<file path="config.mk">
export PLATFORM = sky130hd
export DESIGN_NAME = uart_div_ctrl_flat
export DESIGN_NICKNAME = d
export VERILOG_FILES = /design/src/rtl/div_pkg.sv /design/src/rtl/uart_div_ctrl_if.sv /design/src/rtl/seq_divider.sv /design/src/rtl/uart_div_ctrl.sv /design/src/flat_wrapper.sv
export SDC_FILE = /design/constraint.sdc
export NUM_CORES = 1
export LEC_CHECK = 0
export ABC_AREA = 0
export BUFFER_PORTS_ARGS = -buffer_cell sky130_fd_sc_hd__buf_2
export CORE_UTILIZATION = 55
export DETAILED_ROUTE_END_ITERATION = 10
export PLACE_DENSITY = 0.72
export SLEW_MARGIN = 15
export SYNTH_ARGS = -nofsm -noshare
export SYNTH_HDL_FRONTEND = slang
export SYNTH_SLANG_ARGS = --single-unit
</file>
<file path="constraint.sdc">
create_clock -name clk -period 8.6 [get_ports clk]
set_input_delay 1.72 -clock clk [delete_from_list [all_inputs] [get_ports clk]]
set_output_delay 1.72 -clock clk [all_outputs]
set_load 0.01 [all_outputs]
</file>
<file path="src/rtl/div_pkg.sv">
// Shared types and constants for the UART byte-serial divide controller.
// Holds the controller state encoding, default status bytes and byte-count helper.
package div_pkg;

  typedef enum logic [1:0] {
    S_RX  = 2'd0,
    S_DIV = 2'd1,
    S_TX  = 2'd2
  } div_state_t;

  localparam logic [7:0] DEF_ST_OK = 8'h00;
  localparam logic [7:0] DEF_ST_DZ = 8'hEE;

  // Bytes per operand for a given operand width.
  function automatic int nb_of(input int data_w);
    return data_w / 8;
  endfunction

endpackage

</file>
<file path="src/rtl/uart_div_ctrl_if.sv">
// Byte-level handshake between uart_rx/uart_tx and the divide controller.
// The controller takes the slave view; the UART side (or a bench) takes the master view.
interface uart_div_ctrl_if;

  logic       rx_valid;
  logic [7:0] rx_data;
  logic       tx_busy;
  logic       tx_start;
  logic [7:0] tx_data;
  logic       busy;
  logic       div_zero;

  modport master (
    output rx_valid, rx_data, tx_busy,
    input  tx_start, tx_data, busy, div_zero
  );

  modport slave (
    input  rx_valid, rx_data, tx_busy,
    output tx_start, tx_data, busy, div_zero
  );

endinterface

</file>
<file path="src/rtl/seq_divider.sv">
// Unsigned restoring divider producing one quotient bit per cycle, MSB first.
// The first iteration happens on the start cycle itself, so a divide takes exactly W cycles.
module seq_divider #(
  parameter int W = 16
) (
  input  logic         clk,
  input  logic         rst,
  input  logic         start,
  input  logic [W-1:0] dividend,
  input  logic [W-1:0] divisor,
  output logic         done,
  output logic [W-1:0] quotient,
  output logic [W-1:0] remainder,
  output logic         dz
);

  localparam int CW = $clog2(W);

  logic [W:0]    rem_q;
  logic [W-1:0]  quo_q;
  logic [CW-1:0] cnt_q;
  logic          running_q;
  logic          dz_q;

  logic [W:0]    rem_src;
  logic [W-1:0]  quo_src;
  logic [W+1:0]  trial;
  logic [W:0]    rem_nxt;
  logic [W-1:0]  quo_nxt;
  logic          div_by_zero;

  // One restoring step: shift the next dividend bit into the partial remainder and subtract if it fits.
  always_comb begin
    rem_src = running_q ? rem_q : '0;
    quo_src = running_q ? quo_q : dividend;
    trial   = {rem_src, quo_src[W-1]};
    rem_nxt = trial[W:0];
    quo_nxt = {quo_src[W-2:0], 1'b0};
    if (trial >= {2'b00, divisor}) begin
      rem_nxt = (W+1)'(trial - {2'b00, divisor});
      quo_nxt = {quo_src[W-2:0], 1'b1};
    end
  end

  assign div_by_zero = (divisor == '0);

  always_ff @(posedge clk) begin
    if (!rst) begin
      rem_q     <= '0;
      quo_q     <= '0;
      cnt_q     <= '0;
      running_q <= 1'b0;
      dz_q      <= 1'b0;
    end else if (start) begin
      if (div_by_zero) begin
        quo_q     <= '1;
        rem_q     <= {1'b0, dividend};
        dz_q      <= 1'b1;
        running_q <= 1'b0;
        cnt_q     <= '0;
      end else begin
        quo_q     <= quo_nxt;
        rem_q     <= rem_nxt;
        dz_q      <= 1'b0;
        running_q <= 1'b1;
        cnt_q     <= CW'(1);
      end
    end else if (running_q) begin
      quo_q <= quo_nxt;
      rem_q <= rem_nxt;
      cnt_q <= cnt_q + 1'b1;
      if (cnt_q == CW'(W-1)) begin
        running_q <= 1'b0;
      end
    end
  end

  // done is combinational so the caller can leave its divide state on the final iteration edge.
  assign done      = (start && div_by_zero) || (running_q && (cnt_q == CW'(W-1)));
  assign quotient  = quo_q;
  assign remainder = rem_q[W-1:0];
  assign dz        = dz_q;

endmodule

</file>
<file path="src/rtl/uart_div_ctrl.sv">
// Byte-serial divide controller: collects dividend and divisor from uart_rx, divides,
// then returns status, quotient and remainder bytes to uart_tx with a busy-aware handshake.
module uart_div_ctrl
  import div_pkg::*;
#(
  parameter int         DATA_W       = 16,
  parameter int         BYTE_TIMEOUT = 520800,
  parameter logic [7:0] ST_OK        = DEF_ST_OK,
  parameter logic [7:0] ST_DZ        = DEF_ST_DZ
) (
  input logic            clk,
  input logic            rst,
  uart_div_ctrl_if.slave bus
);

  localparam int NB    = nb_of(DATA_W);
  localparam int BC_W  = $clog2(2*NB + 1);
  localparam int TO_W  = $clog2(BYTE_TIMEOUT + 1);
  localparam int IDX_W = $clog2(2*NB + 2);

  div_state_t state_q, state_d;

  logic [2*DATA_W-1:0] opnd_q;
  logic [BC_W-1:0]     byte_cnt_q;
  logic [TO_W-1:0]     to_cnt_q;
  logic                div_go_q;
  logic [IDX_W-1:0]    tx_idx_q;
  logic                guard_q;
  logic [2*DATA_W-1:0] tx_buf_q;
  logic                busy_q;
  logic                div_zero_q;
  logic                tx_start_q;
  logic [7:0]          tx_data_q;

  logic rx_accept;
  logic frame_full;
  logic time_out;
  logic enter_tx;
  logic issue;
  logic tx_finish;

  logic [DATA_W-1:0] dividend;
  logic [DATA_W-1:0] divisor;
  logic              div_done;
  logic [DATA_W-1:0] quotient;
  logic [DATA_W-1:0] remainder;
  logic              div_dz;
  logic [7:0]        status;

  assign dividend = opnd_q[2*DATA_W-1:DATA_W];
  assign divisor  = opnd_q[DATA_W-1:0];
  assign status   = div_dz ? ST_DZ : ST_OK;

  seq_divider #(.W(DATA_W)) u_div (
    .clk       (clk),
    .rst       (rst),
    .start     (div_go_q),
    .dividend  (dividend),
    .divisor   (divisor),
    .done      (div_done),
    .quotient  (quotient),
    .remainder (remainder),
    .dz        (div_dz)
  );

  always_ff @(posedge clk) begin
    if (!rst) begin
      state_q <= S_RX;
    end else begin
      state_q <= state_d;
    end
  end

  // Next state plus one-cycle strobes consumed by the datapath below.
  always_comb begin
    state_d    = state_q;
    rx_accept  = 1'b0;
    frame_full = 1'b0;
    time_out   = 1'b0;
    enter_tx   = 1'b0;
    issue      = 1'b0;
    tx_finish  = 1'b0;
    case (state_q)
      S_RX: begin
        rx_accept = bus.rx_valid;
        if (bus.rx_valid && (byte_cnt_q == BC_W'(2*NB - 1))) begin
          frame_full = 1'b1;
          state_d    = S_DIV;
        end
        if (!bus.rx_valid && (byte_cnt_q != '0) && (to_cnt_q == TO_W'(BYTE_TIMEOUT - 1))) begin
          time_out = 1'b1;
        end
      end
      S_DIV: begin
        if (div_done) begin
          enter_tx = 1'b1;
          state_d  = S_TX;
        end
      end
      S_TX: begin
        if (guard_q) begin
          if (tx_idx_q == IDX_W'(2*NB + 1)) begin
            tx_finish = 1'b1;
            state_d   = S_RX;
          end
        end else if (!bus.tx_busy) begin
          issue = 1'b1;
        end
      end
      default: state_d = S_RX;
    endcase
  end

  always_ff @(posedge clk) begin
    if (!rst) begin
      opnd_q     <= '0;
      byte_cnt_q <= '0;
      to_cnt_q   <= '0;
      div_go_q   <= 1'b0;
      tx_idx_q   <= '0;
      guard_q    <= 1'b0;
      tx_buf_q   <= '0;
      busy_q     <= 1'b0;
      div_zero_q <= 1'b0;
      tx_start_q <= 1'b0;
      tx_data_q  <= '0;
    end else begin
      tx_start_q <= 1'b0;
      div_go_q   <= frame_full;

      if (rx_accept) begin
        opnd_q     <= {opnd_q[2*DATA_W-9:0], bus.rx_data};
        to_cnt_q   <= '0;
        byte_cnt_q <= frame_full ? '0 : byte_cnt_q + 1'b1;
        busy_q     <= 1'b1;
        if (byte_cnt_q == '0) begin
          div_zero_q <= 1'b0;
        end
      end else if (time_out) begin
        byte_cnt_q <= '0;
        to_cnt_q   <= '0;
        busy_q     <= 1'b0;
      end else if ((state_q == S_RX) && (byte_cnt_q != '0)) begin
        to_cnt_q <= to_cnt_q + 1'b1;
      end

      if (enter_tx) begin
        div_zero_q <= (divisor == '0);
        tx_idx_q   <= '0;
        guard_q    <= 1'b0;
      end

      // Status goes out first; quotient and remainder are then shifted out MSB byte first.
      if (issue) begin
        tx_start_q <= 1'b1;
        guard_q    <= 1'b1;
        tx_idx_q   <= tx_idx_q + 1'b1;
        if (tx_idx_q == '0) begin
          tx_data_q <= status;
          tx_buf_q  <= {quotient, remainder};
        end else begin
          tx_data_q <= tx_buf_q[2*DATA_W-1 -: 8];
          tx_buf_q  <= tx_buf_q << 8;
        end
      end else if (guard_q) begin
        guard_q <= 1'b0;
      end

      if (tx_finish) begin
        busy_q   <= 1'b0;
        tx_idx_q <= '0;
      end
    end
  end

  assign bus.tx_start = tx_start_q;
  assign bus.tx_data  = tx_data_q;
  assign bus.busy     = busy_q;
  assign bus.div_zero = div_zero_q;

endmodule

</file>
<file path="src/flat_wrapper.sv">
// flat-port wrapper written by rule: the top's interface ports become plain ports
module uart_div_ctrl_flat import div_pkg::*;
#(
  parameter int         DATA_W       = 16,
  parameter int         BYTE_TIMEOUT = 520800,
  parameter logic [7:0] ST_OK        = DEF_ST_OK,
  parameter logic [7:0] ST_DZ        = DEF_ST_DZ
)
  (clk, rst, bus_rx_valid, bus_rx_data, bus_tx_busy, bus_tx_start, bus_tx_data, bus_busy, bus_div_zero);
  uart_div_ctrl_if bus_i ();
  input logic clk;
  input logic rst;
  input wire logic [$bits(bus_i.rx_valid)-1:0] bus_rx_valid;
  input wire logic [$bits(bus_i.rx_data)-1:0] bus_rx_data;
  input wire logic [$bits(bus_i.tx_busy)-1:0] bus_tx_busy;
  output wire logic [$bits(bus_i.tx_start)-1:0] bus_tx_start;
  output wire logic [$bits(bus_i.tx_data)-1:0] bus_tx_data;
  output wire logic [$bits(bus_i.busy)-1:0] bus_busy;
  output wire logic [$bits(bus_i.div_zero)-1:0] bus_div_zero;
  assign bus_i.rx_valid = bus_rx_valid;
  assign bus_i.rx_data = bus_rx_data;
  assign bus_i.tx_busy = bus_tx_busy;
  assign bus_tx_start = bus_i.tx_start;
  assign bus_tx_data = bus_i.tx_data;
  assign bus_busy = bus_i.busy;
  assign bus_div_zero = bus_i.div_zero;
  uart_div_ctrl #(.DATA_W(DATA_W), .BYTE_TIMEOUT(BYTE_TIMEOUT), .ST_OK(ST_OK), .ST_DZ(ST_DZ)) u_core (.clk(clk), .rst(rst), .bus(bus_i));
endmodule
</file>
==> results of run 1 <==
[power breakdown]
| group | total [mW] | leakage [nW] | internal [mW] | switching [mW] |
|---|---|---|---|---|
| registers | 0.673 | 1.15 | 0.665 | 0.00780 |
| logic | 0.117 | 1.35 | 0.0433 | 0.0736 |
| clock network | 0.800 | 0.317 | 0.529 | 0.271 |
[worst max-delay path: cells and delay by family (launching register included)]
kind | cells | cell delay [ns]
compound gates | 5 | 1.66
xor+xnor | 1 | 0.15
fa+ha+maj | 2 | 0.62
buf+inv | 1 | 0.05
flops | 1 | 0.39
mux | 1 | 0.27
simple gates | 2 | 0.20
[worst paths after layout]
path / cells after the start / end / start
max: 12 / u_core.u_div.rem_q[12]$_SDFFE_PN0P_ / u_core.u_div.running_q$_SDFF_PN0_
min: 2 / u_core.bus.tx_data[4]$_SDFFE_PN0P_ / u_core.bus.tx_data[4]$_SDFFE_PN0P_
max reg2reg: 12 / u_core.u_div.rem_q[12]$_SDFFE_PN0P_ / u_core.u_div.running_q$_SDFF_PN0_
min reg2reg: 2 / u_core.bus.tx_data[4]$_SDFFE_PN0P_ / u_core.bus.tx_data[4]$_SDFFE_PN0P_
[registers in the layout, indices dropped and copies added (netlist names)]
signal and flops:
u_core.tx_idx_q 3, u_core.bus.tx_data 8, u_core.u_div.dz 1, u_core.state_q 2, u_core.bus.busy 1, u_core.u_div.cnt_q 4
u_core.u_div.rem_q 17, u_core.div_go_q 1, u_core.to_cnt_q 19, u_core.bus.div_zero 1, u_core.u_div.quotient 16, u_core.byte_cnt_q 3
u_core.bus.tx_start 1, u_core.tx_buf_q 32, u_core.opnd_q 32, u_core.u_div.running_q 1
[kinds of logic (layout without fill, tap and decap cells)]
family	count (synthesis)	after routing
compound gates	229	229
xor+xnor	30	30
simple gates	371	371
buf+inv	88	93
fa+ha+maj	25	25
mux	7	7
flops	142	142
[per-layer routing]
layer	vias up	GRT usage, %
li1	3090	-
met1	2925	36.45
met2	145	45.09
met3	29	5.029
met4	0	9.177
met5	-	0
[final cells by class]
| class | count | area (um^2) | share of cell area [%] |
|---|---|---|---|
| Clock buffer | 21 | 460.4 | 5.924 |
| Clock inverter | 10 | 186.4 | 2.399 |
| Inverter | 33 | 123.9 | 1.594 |
| Multi-Input combinational cell | 662 | 3786 | 48.71 |
| Sequential cell | 142 | 2843 | 36.57 |
| Tap cell | 168 | 210.2 | 2.704 |
| Timing Repair Buffer | 29 | 162.7 | 2.093 |
[layout by cell type, fill, tap and decap left out, types with 22 or more instances in the layout]
cell / instances
buf_2: 22
nand2_1: 165
inv_1: 32
nand3_1: 27
a311oi_1: 26
a21oi_1: 90
ha_1: 24
nor2_1: 97
o21ai_0: 43
dfxtp_1: 142
[metrics by stage]
step	util (%)	worst slack [ns]
after global routing	63.91	4.766
after detailed placement	58.53	5.085
final	63.91	5.129
after floorplan	-	5.090
after global placement	58.53	5.104
after CTS	63.85	5.135
==> out/qor.yml, run 1 <==
synth:
  syn_inst: 892
  synth_top_area_cell: "dfxtp_1"
  synth_area_leaders: "dfxtp_1, nand2_1, a21oi_1, nor2_1, ha_1"
  synth_fa_ha_area_share_pct: 4.608
  synth-seq-cells: 142
  syn-num-nets: 929
  yosys_warnings: 0
  yosys.area_share.xor_xnor_pct: 3.780
  synth-compound-area-share_pct: 21.13
  syn-cell-area_um2: 6950
  synth-main-ff-cell: "dfxtp_1"
  async_flop_share_pct: 0
  ys_types: 62
  synthMuxAreaShare_pct: 1.080
  yosysMostFrequentCell: "nand2_1"
  synthTopCellsByCount: "nand2_1, dfxtp_1, nor2_1"
  synth_top_family_by_area: "simple AND/OR/NAND/NOR gates"
  syn_area_per_cell_um2: 7.792
  synth-simple-area-share_pct: 23.65
  synth_edf_count: 0
  yosys.area.top_type_share_pct: 40.90
  ys_seq_area_share_pct: 40.90
timing:
  final_max_slew_viol_count: 0
  finalHoldViolCount: 0
  holdWs_ns: 0.4505
  fmax_ghz: 0.2881
  skew_ns: 0.009126
  setup_viol: 0
  layout_min_cycle_time_ns: 3.471
  rsz0062_at_grt: "false"
  worst_pin_slew_ns: 1.174
  slew_headroom_pct: 21.72
  totalNegativeSetupSlack_ns: 0
  fin_crit_sh_pct: 40.36
floorplan:
  coreArea_um2: 12160
  dieArea_um2: 13090
  fp.dieH_um: 114.4
  ios: 23
  fp.dieW_um: 114.4
  floorplan.initialDensity_pct: 57.15
  num_rows: 40
run:
  maxCapViolCount: 0
placement:
  dp.cells: 1034
  dpl.hpwl_um: 11650
  place_area_um2: 7118
  place_congestion: 0.8619
  port_buffers: 22
detailed_routing:
  drt-initial-drc-count: 466
  viasPerCell: 5.811
  final_antenna_net_count: 0
  dr_wl_met2_um: 8024
  met3WireLength_um: 826
  wl_um: 17120
  wl_per_cell_um: 16.07
  drt_first_pass_iters: 5
  drt-met1-wl_um: 7930
  drc: 0
  top_layer_used: "met4"
  vias: 6189
critical_path:
  cp.required_ns: 8.89
  cp_max_fo: 5
  worstPathCellList: "mux2i_1 > ha_1 > inv_1 > fa_1 > a211oi_1 > o21ai_1 > a2111oi_0 > nor2_1 > xnor2_1 > nand2_1 > o21ai_0 > a2111oi_0"
  arrival_ns: 3.76
  cpPeakStageDelay_ns: 0.59
  end_kind: "flip-flop"
  cpMostUsedCell: "a2111oi_0"
  ff2ff_setup_slack_ns: 5.13
  path_class: "flip-flop to flip-flop"
  cp-start-kind: "flip-flop"
  slowest_stage: "a2111oi_0"
cts:
  cts_tree: "built"
  ctsResizeCount: 0
  holdBufCountCts: 0
  insertion_delay_ns: 0.42
  cts_max_level: 4
  cts_root_buf: "clkbuf_16"
  cts.sinks: 142
  numCtsBuffers: 17
  path_clk_slew_ns: 0.06
  cts.path.max_buffers: 2
  cts_setup_buffers: 0
hold_path:
  hold_path_class: "flip-flop to flip-flop"
finish:
  area_growth_pct: 11.83
  drive_gt1_share_pct: 8.027
  final_area_um2: 7772
  fillers: 1068
  fin_nets: 922
  stdcell_count: 1065
  diodes: 0
power:
  leakage_nw: 2.809
  power_mw: 1.589
  vdd_drop_max_mv: 0.1476
  power_density_nw_per_um2: 204.5
run_status:
  status: "completed"
grt:
  overflow: 0
  grtUsageTotal_pct: 27.47
  grt_pass1_vias: 5789
  antenna_found_initial: 0
  grt_max_degree: 69
  grt_first_pass_wirelength_um: 28170
Note: power is estimated with default switching activity, not from simulation.
==> run 2, diff against run 1 <==
==> constraint.sdc (replaced) <==
create_clock -name clk -period 3.4 [get_ports clk]
set_input_delay 0.68 -clock clk [delete_from_list [all_inputs] [get_ports clk]]
set_output_delay 0.68 -clock clk [all_outputs]
set_load 0.01 [all_outputs]
==> out/qor.yml, run 2 (same netlist as run 1, synthesis figures left out) <==
timing:
  slew_headroom_pct: 31.50
  final_max_slew_viol_count: 0
  holdWs_ns: 0.4509
  worst_pin_slew_ns: 1.028
  layout_min_cycle_time_ns: 3.085
  fin_crit_sh_pct: 90.74
  fmax_ghz: 0.3241
  setup_viol: 0
  skew_ns: 0.008422
  rsz0062_at_grt: "false"
  fin_ws_ns: 0.3147
  totalNegativeSetupSlack_ns: 0
  finalHoldViolCount: 0
placement:
  dp_worst_setup_slack_ns: 0.1749
  dpl.hpwl_um: 12450
  place_congestion: 0.8913
  dp.cells: 1046
  place_area_um2: 7222
  port_buffers: 22
finish:
  register_area_um2: 2843
  area_growth_pct: 11.97
  layout_common_cells: "nand2_1, dfxtp_1, nor2_1"
  final_common_cell: "nand2_1"
  fin_nets: 934
  final_util_pct: 63.99
  multi_input_comb_area_um2: 3790
  fillers: 1072
  drive_gt1_share_pct: 9.451
  final_area_um2: 7782
  stdcell_count: 1078
  reg_top3: "u_core.opnd_q: 32 flops, u_core.tx_buf_q: 32 flops, u_core.to_cnt_q: 19 flops"
  diodes: 0
detailed_routing:
  viasPerCell: 5.902
  final_antenna_net_count: 0
  wl_per_cell_um: 16.46
  drt-initial-drc-count: 600
  drc: 0
  wl_um: 17740
  vias: 6362
  drt_first_pass_iters: 5
cts:
  cts_root_buf: "clkbuf_16"
  cts_tree: "built"
  cts.path.max_buffers: 2
  cts_max_level: 4
  insertion_delay_ns: 0.42
  cts_setup_buffers: 0
  cts.sinks: 142
  path_clk_slew_ns: 0.06
  holdBufCountCts: 0
  numCtsBuffers: 17
power:
  power_mw: 3.756
  leakage_nw: 2.826
  power_density_nw_per_um2: 482.6
  vdd_drop_max_mv: 0.4387
run:
  maxCapViolCount: 0
critical_path:
  cp.required_ns: 3.70
  path_class: "flip-flop to flip-flop"
  slowest_stage: "a2111oi_2"
  cpPeakStageDelay_ns: 0.45
  worstPathCellList: "mux2i_1 > ha_1 > inv_1 > fa_1 > a211oi_2 > o21ai_1 > a2111oi_2 > nor2_1 > xnor2_1 > nand2_1 > o21ai_0 > a2111oi_0"
  arrival_ns: 3.39
  cp_max_fo: 3
  worst-r2r-cell-count: 12
  critPathLaunch: "u_core.u_div.running_q$_SDFF_PN0_"
  cp-start-kind: "flip-flop"
  rr_startpoint: "u_core.u_div.running_q$_SDFF_PN0_"
  end_kind: "flip-flop"
floorplan:
  ios: 23
  coreArea_um2: 12160
  floorplan.initialDensity_pct: 57.15
  dieArea_um2: 13090
  fp.dieW_um: 114.4
  fp.dieH_um: 114.4
  num_rows: 40
grt:
  grtUsageTotal_pct: 28.62
  grt_first_pass_wirelength_um: 29320
  antenna_found_initial: 0
  grt_pass1_vias: 6043
  overflow: 0
  grt_max_degree: 69
hold_path:
  hold_path_depth: 2
  worstHoldStart: "u_core.tx_buf_q[5]$_SDFFE_PN0P_"
  hold_path_class: "flip-flop to flip-flop"
run_status:
  status: "completed"
## run 2: cell count changes in the layout (fill, tap and decap cells not counted), moves of 2 or more
cell / previous run / this run
bufinv_16: 5 / 1
buf_4: 7 / 18
clkinv_2: 2 / 7
clkinv_4: 3 / 1
## run 2: worst max-delay path: cells and delay by family (launching register included)
kind	cells	cell delay (ns)
xor gates and xnor gates	1	0.13
AOI/OAI and AO/OA	5	1.35
DFF	1	0.35
adders and majority gates	2	0.64
muxes	1	0.27
buffers and inverters	1	0.05
and+or+nand+nor	2	0.17
## run 2: worst paths after layout
path | slack, ns | end
worst min register to register | 0.45 | u_core.tx_buf_q[5]$_SDFFE_PN0P_
worst max register to register | 0.31 | u_core.u_div.rem_q[12]$_SDFFE_PN0P_
worst min-delay path | 0.45 | u_core.tx_buf_q[5]$_SDFFE_PN0P_
worst max-delay path | 0.31 | u_core.u_div.rem_q[12]$_SDFFE_PN0P_
## run 2: timing repair
item / 4_1_cts / 5_1_grt
resized for setup: 0 / 2
setup endpoints to repair: 0 / 3
endpoints found under the hold margin: 0 / 0
## run 2: layout make-up
type                            instances  area share, %
Clock buffer                           21          5.916
Timing Repair Buffer                   41          3.408
Multi-Input combinational cell        662          48.70
Clock inverter                         11          1.158
Inverter                               33          1.592
Tap cell                              168          2.701
Sequential cell                       142          36.53
## run 2: per-layer routing
metal / routed length, um / track usage [%] / up-vias
met3: 1079 / 6.353 / 32
li1: - / - / 3102
met1: 8013 / 37.85 / 3037
met4: 391 / 10.48 / 0
met5: 0 / 0 / -
met2: 8257 / 45.82 / 191
## run 2: power breakdown
part           internal, mW  switching [mW]
sequential             1.68          0.0192
combinational         0.127           0.195
clock                  1.04           0.696
total                  2.85           0.911
